==> src/rtl/seg_pkg.sv <==
// Shared types and constants for the segment translation path.
package seg_pkg;

  localparam int NUM_SEG_DEFAULT = 6;

  localparam logic [2:0] SEG_IDX_ES = 3'd0;
  localparam logic [2:0] SEG_IDX_CS = 3'd1;
  localparam logic [2:0] SEG_IDX_SS = 3'd2;
  localparam logic [2:0] SEG_IDX_DS = 3'd3;
  localparam logic [2:0] SEG_IDX_FS = 3'd4;
  localparam logic [2:0] SEG_IDX_GS = 3'd5;

  typedef enum logic [2:0] {
    SEG_FAULT_NONE        = 3'd0,
    SEG_FAULT_NOT_PRESENT = 3'd1,
    SEG_FAULT_LIMIT       = 3'd2,
    SEG_FAULT_WRITE_PROT  = 3'd3,
    SEG_FAULT_EXEC_ONLY   = 3'd4,
    SEG_FAULT_BAD_INDEX   = 3'd5
  } seg_fault_e;

  typedef struct packed {
    logic [31:0] base;
    logic [19:0] limit;
    logic [3:0]  seg_type;
    logic        s;
    logic [1:0]  dpl;
    logic        p;
    logic        b;
    logic        g;
  } seg_desc_t;

  // Access size code to (bytes - 1); the illegal code 2 is handled as a 4-byte access.
  function automatic logic [1:0] size_to_last(input logic [1:0] size);
    logic [1:0] last_v;
    case (size)
      2'd0:    last_v = 2'd0;
      2'd1:    last_v = 2'd1;
      default: last_v = 2'd3;
    endcase
    return last_v;
  endfunction

endpackage

==> src/rtl/seg_desc_decode.sv <==
// Combinational unpacking of a raw 64-bit segment descriptor, including the
// granularity-scaled effective limit.
module seg_desc_decode
  import seg_pkg::*;
(
  input  logic [63:0] raw,
  output seg_desc_t   desc,
  output logic [31:0] eff_limit
);

  logic desc_unused_s;

  assign desc.base     = {raw[63:56], raw[39:16]};
  assign desc.limit    = {raw[51:48], raw[15:0]};
  assign desc.seg_type = raw[43:40];
  assign desc.s        = raw[44];
  assign desc.dpl      = raw[46:45];
  assign desc.p        = raw[47];
  assign desc.b        = raw[54];
  assign desc.g        = raw[55];

  // Page granularity scales the limit to 4 KiB units with the low 12 bits filled.
  assign eff_limit = desc.g ? {desc.limit, 12'hFFF} : {12'h000, desc.limit};

  // AVL and L bits carry no meaning for translation.
  assign desc_unused_s = ^raw[53:52];

endmodule

==> src/rtl/segment_translate.sv <==
// Segment translation: (segment, offset) -> 32-bit linear address with
// descriptor checks, two-stage valid/ready pipeline.
// Optional feature macro: SEG_PROT_CHECK_EN (present/type/limit checks).
// Without it only the segment index is validated.
module segment_translate
  import seg_pkg::*;
#(
  parameter int NUM_SEG = NUM_SEG_DEFAULT
) (
  input  logic        clock,
  input  logic        reset,
  input  logic [63:0] descriptor_cache [NUM_SEG],
  input  logic        flush,
  input  logic        req_valid,
  output logic        req_ready,
  input  logic [2:0]  req_seg,
  input  logic [31:0] req_offset,
  input  logic [1:0]  req_size,
  input  logic        req_write,
  input  logic        req_fetch,
  output logic        rsp_valid,
  input  logic        rsp_ready,
  output logic [31:0] rsp_linear,
  output logic        rsp_fault,
  output logic [2:0]  rsp_fault_code
);

  localparam logic [2:0] LAST_IDX = 3'(NUM_SEG - 1);

  logic        s2_take_s;
  logic        req_ready_s;
  logic        accept_s;
  logic [63:0] desc_sel_s;

  logic        s1_valid_r;
  logic [2:0]  s1_seg_r;
  logic [31:0] s1_offset_r;
  logic [1:0]  s1_size_r;
  logic        s1_write_r;
  logic        s1_fetch_r;
  logic [63:0] s1_desc_r;

  seg_desc_t   desc_s;
  logic [31:0] eff_limit_s;
  logic        bad_index_s;
  seg_fault_e  fault_code_s;
  logic [31:0] linear_s;

  // The output register frees up when empty or being consumed this cycle.
  assign s2_take_s   = !rsp_valid | rsp_ready;
  assign req_ready_s = (!s1_valid_r | s2_take_s) & !flush;
  assign req_ready   = req_ready_s;
  assign accept_s    = req_valid & req_ready_s;

  // Pick the descriptor for the requested segment; out-of-range indices read as zero.
  always_comb begin
    desc_sel_s = 64'd0;
    for (int i = 0; i < NUM_SEG; i++) begin
      desc_sel_s = (req_seg == 3'(i)) ? descriptor_cache[i] : desc_sel_s;
    end
  end

  // Stage 1 occupancy.
  always_ff @(posedge clock or posedge reset) begin
    if (reset) begin
      s1_valid_r <= 1'b0;
    end else if (flush) begin
      s1_valid_r <= 1'b0;
    end else if (!s1_valid_r || s2_take_s) begin
      s1_valid_r <= req_valid;
    end else begin
      s1_valid_r <= s1_valid_r;
    end
  end

  // Stage 1 payload: request fields and a snapshot of the selected descriptor.
  always_ff @(posedge clock or posedge reset) begin
    if (reset) begin
      s1_seg_r    <= 3'd0;
      s1_offset_r <= 32'd0;
      s1_size_r   <= 2'd0;
      s1_write_r  <= 1'b0;
      s1_fetch_r  <= 1'b0;
      s1_desc_r   <= 64'd0;
    end else if (accept_s) begin
      s1_seg_r    <= req_seg;
      s1_offset_r <= req_offset;
      s1_size_r   <= req_size;
      s1_write_r  <= req_write;
      s1_fetch_r  <= req_fetch;
      s1_desc_r   <= desc_sel_s;
    end else begin
      s1_seg_r    <= s1_seg_r;
      s1_offset_r <= s1_offset_r;
      s1_size_r   <= s1_size_r;
      s1_write_r  <= s1_write_r;
      s1_fetch_r  <= s1_fetch_r;
      s1_desc_r   <= s1_desc_r;
    end
  end

  seg_desc_decode u_decode (
    .raw       (s1_desc_r),
    .desc      (desc_s),
    .eff_limit (eff_limit_s)
  );

  assign bad_index_s = (s1_seg_r > LAST_IDX);

`ifdef SEG_PROT_CHECK_EN
  logic [32:0] last_s;
  logic        expand_down_s;
  logic [31:0] ed_upper_s;
  logic        limit_fault_s;
  logic        dpl_unused_s;

  // Last byte touched, one bit wider so a carry past 4 GiB is always a limit fault.
  assign last_s        = {1'b0, s1_offset_r} + {31'd0, size_to_last(s1_size_r)};
  assign expand_down_s = desc_s.s & !desc_s.seg_type[3] & desc_s.seg_type[2];
  assign ed_upper_s    = desc_s.b ? 32'hFFFF_FFFF : 32'h0000_FFFF;
  assign limit_fault_s = last_s[32] |
                         (expand_down_s ? ((s1_offset_r <= eff_limit_s) | (last_s[31:0] > ed_upper_s))
                                        : (last_s[31:0] > eff_limit_s));
  assign dpl_unused_s  = ^desc_s.dpl;
`else
  logic prot_unused_s;

  assign prot_unused_s = ^{desc_s.limit, desc_s.seg_type, desc_s.s, desc_s.dpl, desc_s.p,
                           desc_s.b, desc_s.g, eff_limit_s, s1_size_r, s1_write_r, s1_fetch_r};
`endif

  // Prioritised fault classification and linear address for the stage 1 request.
  always_comb begin
    fault_code_s = SEG_FAULT_NONE;
    linear_s     = desc_s.base + s1_offset_r;
    if (bad_index_s) begin
      fault_code_s = SEG_FAULT_BAD_INDEX;
      linear_s     = 32'd0;
`ifdef SEG_PROT_CHECK_EN
    end else if (!desc_s.p || !desc_s.s) begin
      fault_code_s = SEG_FAULT_NOT_PRESENT;
    end else if (s1_write_r && (desc_s.seg_type[3] || !desc_s.seg_type[1])) begin
      fault_code_s = SEG_FAULT_WRITE_PROT;
    end else if (!s1_write_r && !s1_fetch_r && desc_s.seg_type[3] && !desc_s.seg_type[1]) begin
      fault_code_s = SEG_FAULT_EXEC_ONLY;
    end else if (limit_fault_s) begin
      fault_code_s = SEG_FAULT_LIMIT;
`endif
    end else begin
      fault_code_s = SEG_FAULT_NONE;
    end
  end

  // Stage 2 / response register; payload holds while the consumer stalls.
  always_ff @(posedge clock or posedge reset) begin
    if (reset) begin
      rsp_valid      <= 1'b0;
      rsp_linear     <= 32'd0;
      rsp_fault      <= 1'b0;
      rsp_fault_code <= 3'd0;
    end else if (flush) begin
      rsp_valid      <= 1'b0;
      rsp_linear     <= rsp_linear;
      rsp_fault      <= rsp_fault;
      rsp_fault_code <= rsp_fault_code;
    end else if (s2_take_s && s1_valid_r) begin
      rsp_valid      <= 1'b1;
      rsp_linear     <= linear_s;
      rsp_fault      <= (fault_code_s != SEG_FAULT_NONE);
      rsp_fault_code <= fault_code_s;
    end else if (s2_take_s) begin
      rsp_valid      <= 1'b0;
      rsp_linear     <= rsp_linear;
      rsp_fault      <= rsp_fault;
      rsp_fault_code <= rsp_fault_code;
    end else begin
      rsp_valid      <= rsp_valid;
      rsp_linear     <= rsp_linear;
      rsp_fault      <= rsp_fault;
      rsp_fault_code <= rsp_fault_code;
    end
  end

endmodule

==> config.mk <==
export PLATFORM = sky130hd
export DESIGN_NAME = segment_translate
export DESIGN_NICKNAME = d
export VERILOG_FILES = /design/src/rtl/seg_pkg.sv /design/src/rtl/seg_desc_decode.sv /design/src/rtl/segment_translate.sv
export SDC_FILE = /design/constraint.sdc
export NUM_CORES = 1
export LEC_CHECK = 0
export ABC_CLOCK_PERIOD_IN_PS = 7700
export CORE_AREA = 2 2 180 182
export CTS_CLUSTER_DIAMETER = 200
export DETAILED_ROUTE_END_ITERATION = 6
export DIE_AREA = 0 0 182 184
export GPL_ROUTABILITY_DRIVEN = 0
export PLACE_DENSITY_LB_ADDON = 0.2
export SYNTH_ARGS = -nofsm -noshare
export SYNTH_HDL_FRONTEND = slang
export SYNTH_SLANG_ARGS = --single-unit
==> constraint.sdc <==
create_clock -name clock -period 7.7 [get_ports clock]
set_input_delay 1.155 -clock clock [delete_from_list [all_inputs] [get_ports clock]]
set_output_delay 1.155 -clock clock [all_outputs]
set_load 0.005 [all_outputs]
==> flow_metrics.tcl <==
set metrics [dict create \
    clkSlewWorstSetupHoldPaths_ns 0.06 \
    cts_resized 0 \
    vias 6337 \
    synthArstFlopShare_pct 100 \
    fp-row-count 65 \
    grt_pass1_vias 6426 \
    synth.distinct_cells 52 \
    fin_cells 1361 \
    fin_area_um2 10100 \
    antenna_found_initial 13 \
    ys_seq_elements 101 \
    cp_max_fo 4 \
    utilization_pct 32.0 \
    ir_drop_mv 0.105 \
    worstSkewPairLatency_ns 0.36 \
    regArea_um2 2530 \
    final_nets 1409 \
    grt-ovfl-total 0 \
    status "finished clean" \
    grt_pass1_wl_um 39300 \
    wirelength_um 26500 \
    dr.first_iter.drc_count 327 \
    endpoint_kind "primary output" \
    clockRootBuffer "clkbuf_16" \
    setup.worst_path.start "rsp_ready" \
    finalCritPeriodShare_pct 47.8 \
    hold_viol 0 \
    drv_cap 0 \
    synthFlopType "dfrtp_1" \
    power.density_nw_per_um2 208 \
    min_from "rsp_linear[27]$_DFFE_PP0P_" \
    r2r-start "s1_desc_r[16]$_DFFE_PP0P_" \
    hold_path.class "flip-flop to flip-flop" \
    worst_slew_pin_slew_ns 1.17 \
    synth.avg_cell_area_um2 9.40 \
    holdWs_ns 0.480 \
    cts_max_path_buffers 2 \
    syn_area_um2 6700 \
    grt_start_max_net_pins 100 \
    ant_nets 0 \
    dp_hpwl_um 21600 \
    fill_cells 3321 \
    cts_made_buffers 9 \
    die_x_um 182 \
    core_um2 31400 \
    crit_type "input pin to primary output" \
    placed_cell_area_um2 9730 \
    synth_seq_area_share_pct 37.7 \
    rsz0062_at_grt "no" \
    fin_tns_setup_ns 0 \
    cts_hold_buffers 0 \
    area_growth_pct 50.1 \
    htreeDepth 3 \
    clkSinkCount 101 \
    avgViaCountPerCell 4.66 \
    die_y_um 184 \
    report.final.setup_viol 0 \
    syn_nets 1172 \
    post_cts_buffers 0 \
    fin_crit_ns 3.68 \
    yosysWarningCount 0 \
    start_util_pct 21.3 \
    synthCells 712 \
    synth_edf_count 0 \
    drive_above_1_share_pct 12.1 \
    max-slew-margin-rel_pct 21.4 \
    power.leakage_nw 4.14 \
    wl_per_cell_um 19.5 \
    drcViolationCount 0 \
    place_inst 1340 \
    worstSetupStartpointType "input pin" \
    tritoncts "done" \
    fmax_mhz 272 \
    drv_slew 0 \
    die-area_um2 33500 \
    skew_ns 0.0117 \
    num_io_pins 466 \
    arrival_ns 2.53 \
    numPortBuffers 268 \
    grt_use_total_pct 15.8 \
    multi_input_area_um2 3950 \
    firstDrtPassIters 5 \
    cp.required_ns 6.55 \
]
-- cells in the mapped netlist, types with 4 or more instances --
master | instances | share of area [%]
inv_1 | 9 | 0.50
mux2_2 | 64 | 11
nand3_1 | 6 | 0.45
clkbuf_1 | 42 | 2.4
a21oi_1 | 44 | 3.3
mux4_2 | 15 | 5.0
xor2_1 | 13 | 1.7
dfrtp_1 | 101 | 38
nor2b_1 | 4 | 0.37
a21o_1 | 21 | 2.4
nor3_1 | 4 | 0.30
ha_1 | 31 | 5.8
o21a_1 | 4 | 0.45
o21ai_0 | 87 | 6.5
o22ai_1 | 17 | 1.6
a31oi_1 | 6 | 0.56
a22oi_1 | 32 | 3.6
nand2_1 | 96 | 5.4
buf_1 | 4 | 0.22
xnor2_1 | 15 | 2.0
nor2_1 | 42 | 2.4
-- metal layers --
| layer | up-vias | GRT usage [%] | part of all wire [%] |
|---|---|---|---|
| li1 | 3083 | - | - |
| met1 | 2937 | 22.9 | 50 |
| met2 | 279 | 22.2 | 39 |
| met3 | 26 | 5.65 | 9.7 |
| met4 | 12 | 3.42 | 1.0 |
| met5 | - | 0 | 0.32 |
-- worst paths after layout --
path                                                  to  slack (ns)  depth (start not counted)
setup / recovery                               req_ready        4.02                          4
min in group asynchronous  rsp_fault_code[0]$_DFFE_PP0P_        1.22                          2
hold reg to reg               rsp_linear[27]$_DFFE_PP0P_        0.48                          2
max in group asynchronous      s1_desc_r[34]$_DFFE_PP0P_        5.31                          3
hold / removal                rsp_linear[27]$_DFFE_PP0P_        0.48                          2
setup reg to reg              rsp_linear[28]$_DFFE_PP0P_        4.61                         10
-- logic make-up (layout without fill, tap and decap cells) --
| family | Yosys count | count (layout) | share of synthesized area, % |
|---|---|---|---|
| AO/OA/AOI/OAI | 241 | 241 | 22.2 |
| AND/OR/NAND/NOR | 169 | 169 | 10.5 |
| flip-flops | 101 | 101 | 37.7 |
| multiplexers | 82 | 82 | 16.3 |
| buffers and inverters | 58 | 300 | 3.42 |
| adder cells (fa/ha/maj) | 32 | 32 | 6.09 |
| XOR/XNOR | 28 | 28 | 3.66 |
| other | 1 | 6 | 0.0560 |
-- critical path: stages --
cell,delay [ns]
clkdlybuf4s50_1,0.45
nor2b_1,0.07
a21oi_1,0.29
clkdlybuf4s50_1,0.56
-- power by group --
group / leakage, nW / internal [mW] / switching [mW]
clock network: 0.148 / 0.257 / 0.218
logic: 2.74 / 0.478 / 0.397
registers: 1.25 / 0.654 / 0.0830
-- cell type report --
cell class	instances	area share (%)
Antenna cell	5	0.124
Clock buffer	9	2.24
Clock inverter	7	0.797
Inverter	9	0.361
Multi-Input combinational cell	553	39.3
Sequential cell	101	25.1
Tap cell	402	5.00
Timing Repair Buffer	275	27.1
-- registers in the layout, indices dropped and copies added (netlist names) --
name and cells:
rsp_linear 32, s1_desc_r 32, s1_offset_r 32, s1_seg_r 2, rsp_fault_code 1, rsp_valid 1, s1_valid_r 1
-- stage by stage --
step / setup slack, ns / power [mW]
final: 4.02 / 2.09
after global routing: 3.92 / 2.25
after CTS: 4.01 / 2.12
after detailed placement: 3.91 / 1.63
after global placement: 3.87 / 1.62
after floorplan: 3.90 / 1.21
-- cell usage in the layout (no fill, tap or decap), types with 3 or more instances in the layout --
cell             Yosys  final
xor2_1              13     13
and3_1               3      3
a21oi_1             44     44
o31ai_1              3      3
a21o_1              21     21
nor2_1              42     42
mux4_2              15     15
inv_1                9      8
nand4_1              3      3
clkdlybuf4s50_1      0    265
nand3_1              6      6
xnor2_1             15     15
o21ai_0             87     87
a22oi_1             32     32
a31oi_1              6      6
buf_4                3      7
diode_2              0      5
a211oi_1             3      3
nand3b_1             3      3
dfrtp_1            101    101
nor3_1               4      4
mux2_2              64     64
ha_1                31     31
nor2b_1              4      4
mux2i_1              3      3
or3_1                3      3
buf_2                0      3
o21a_1               4      4
clkbuf_16            0      9
o21bai_1             3      3
o22ai_1             17     17
nand2_1             96     95
No activity file was read; power rests on OpenSTA's default activity.
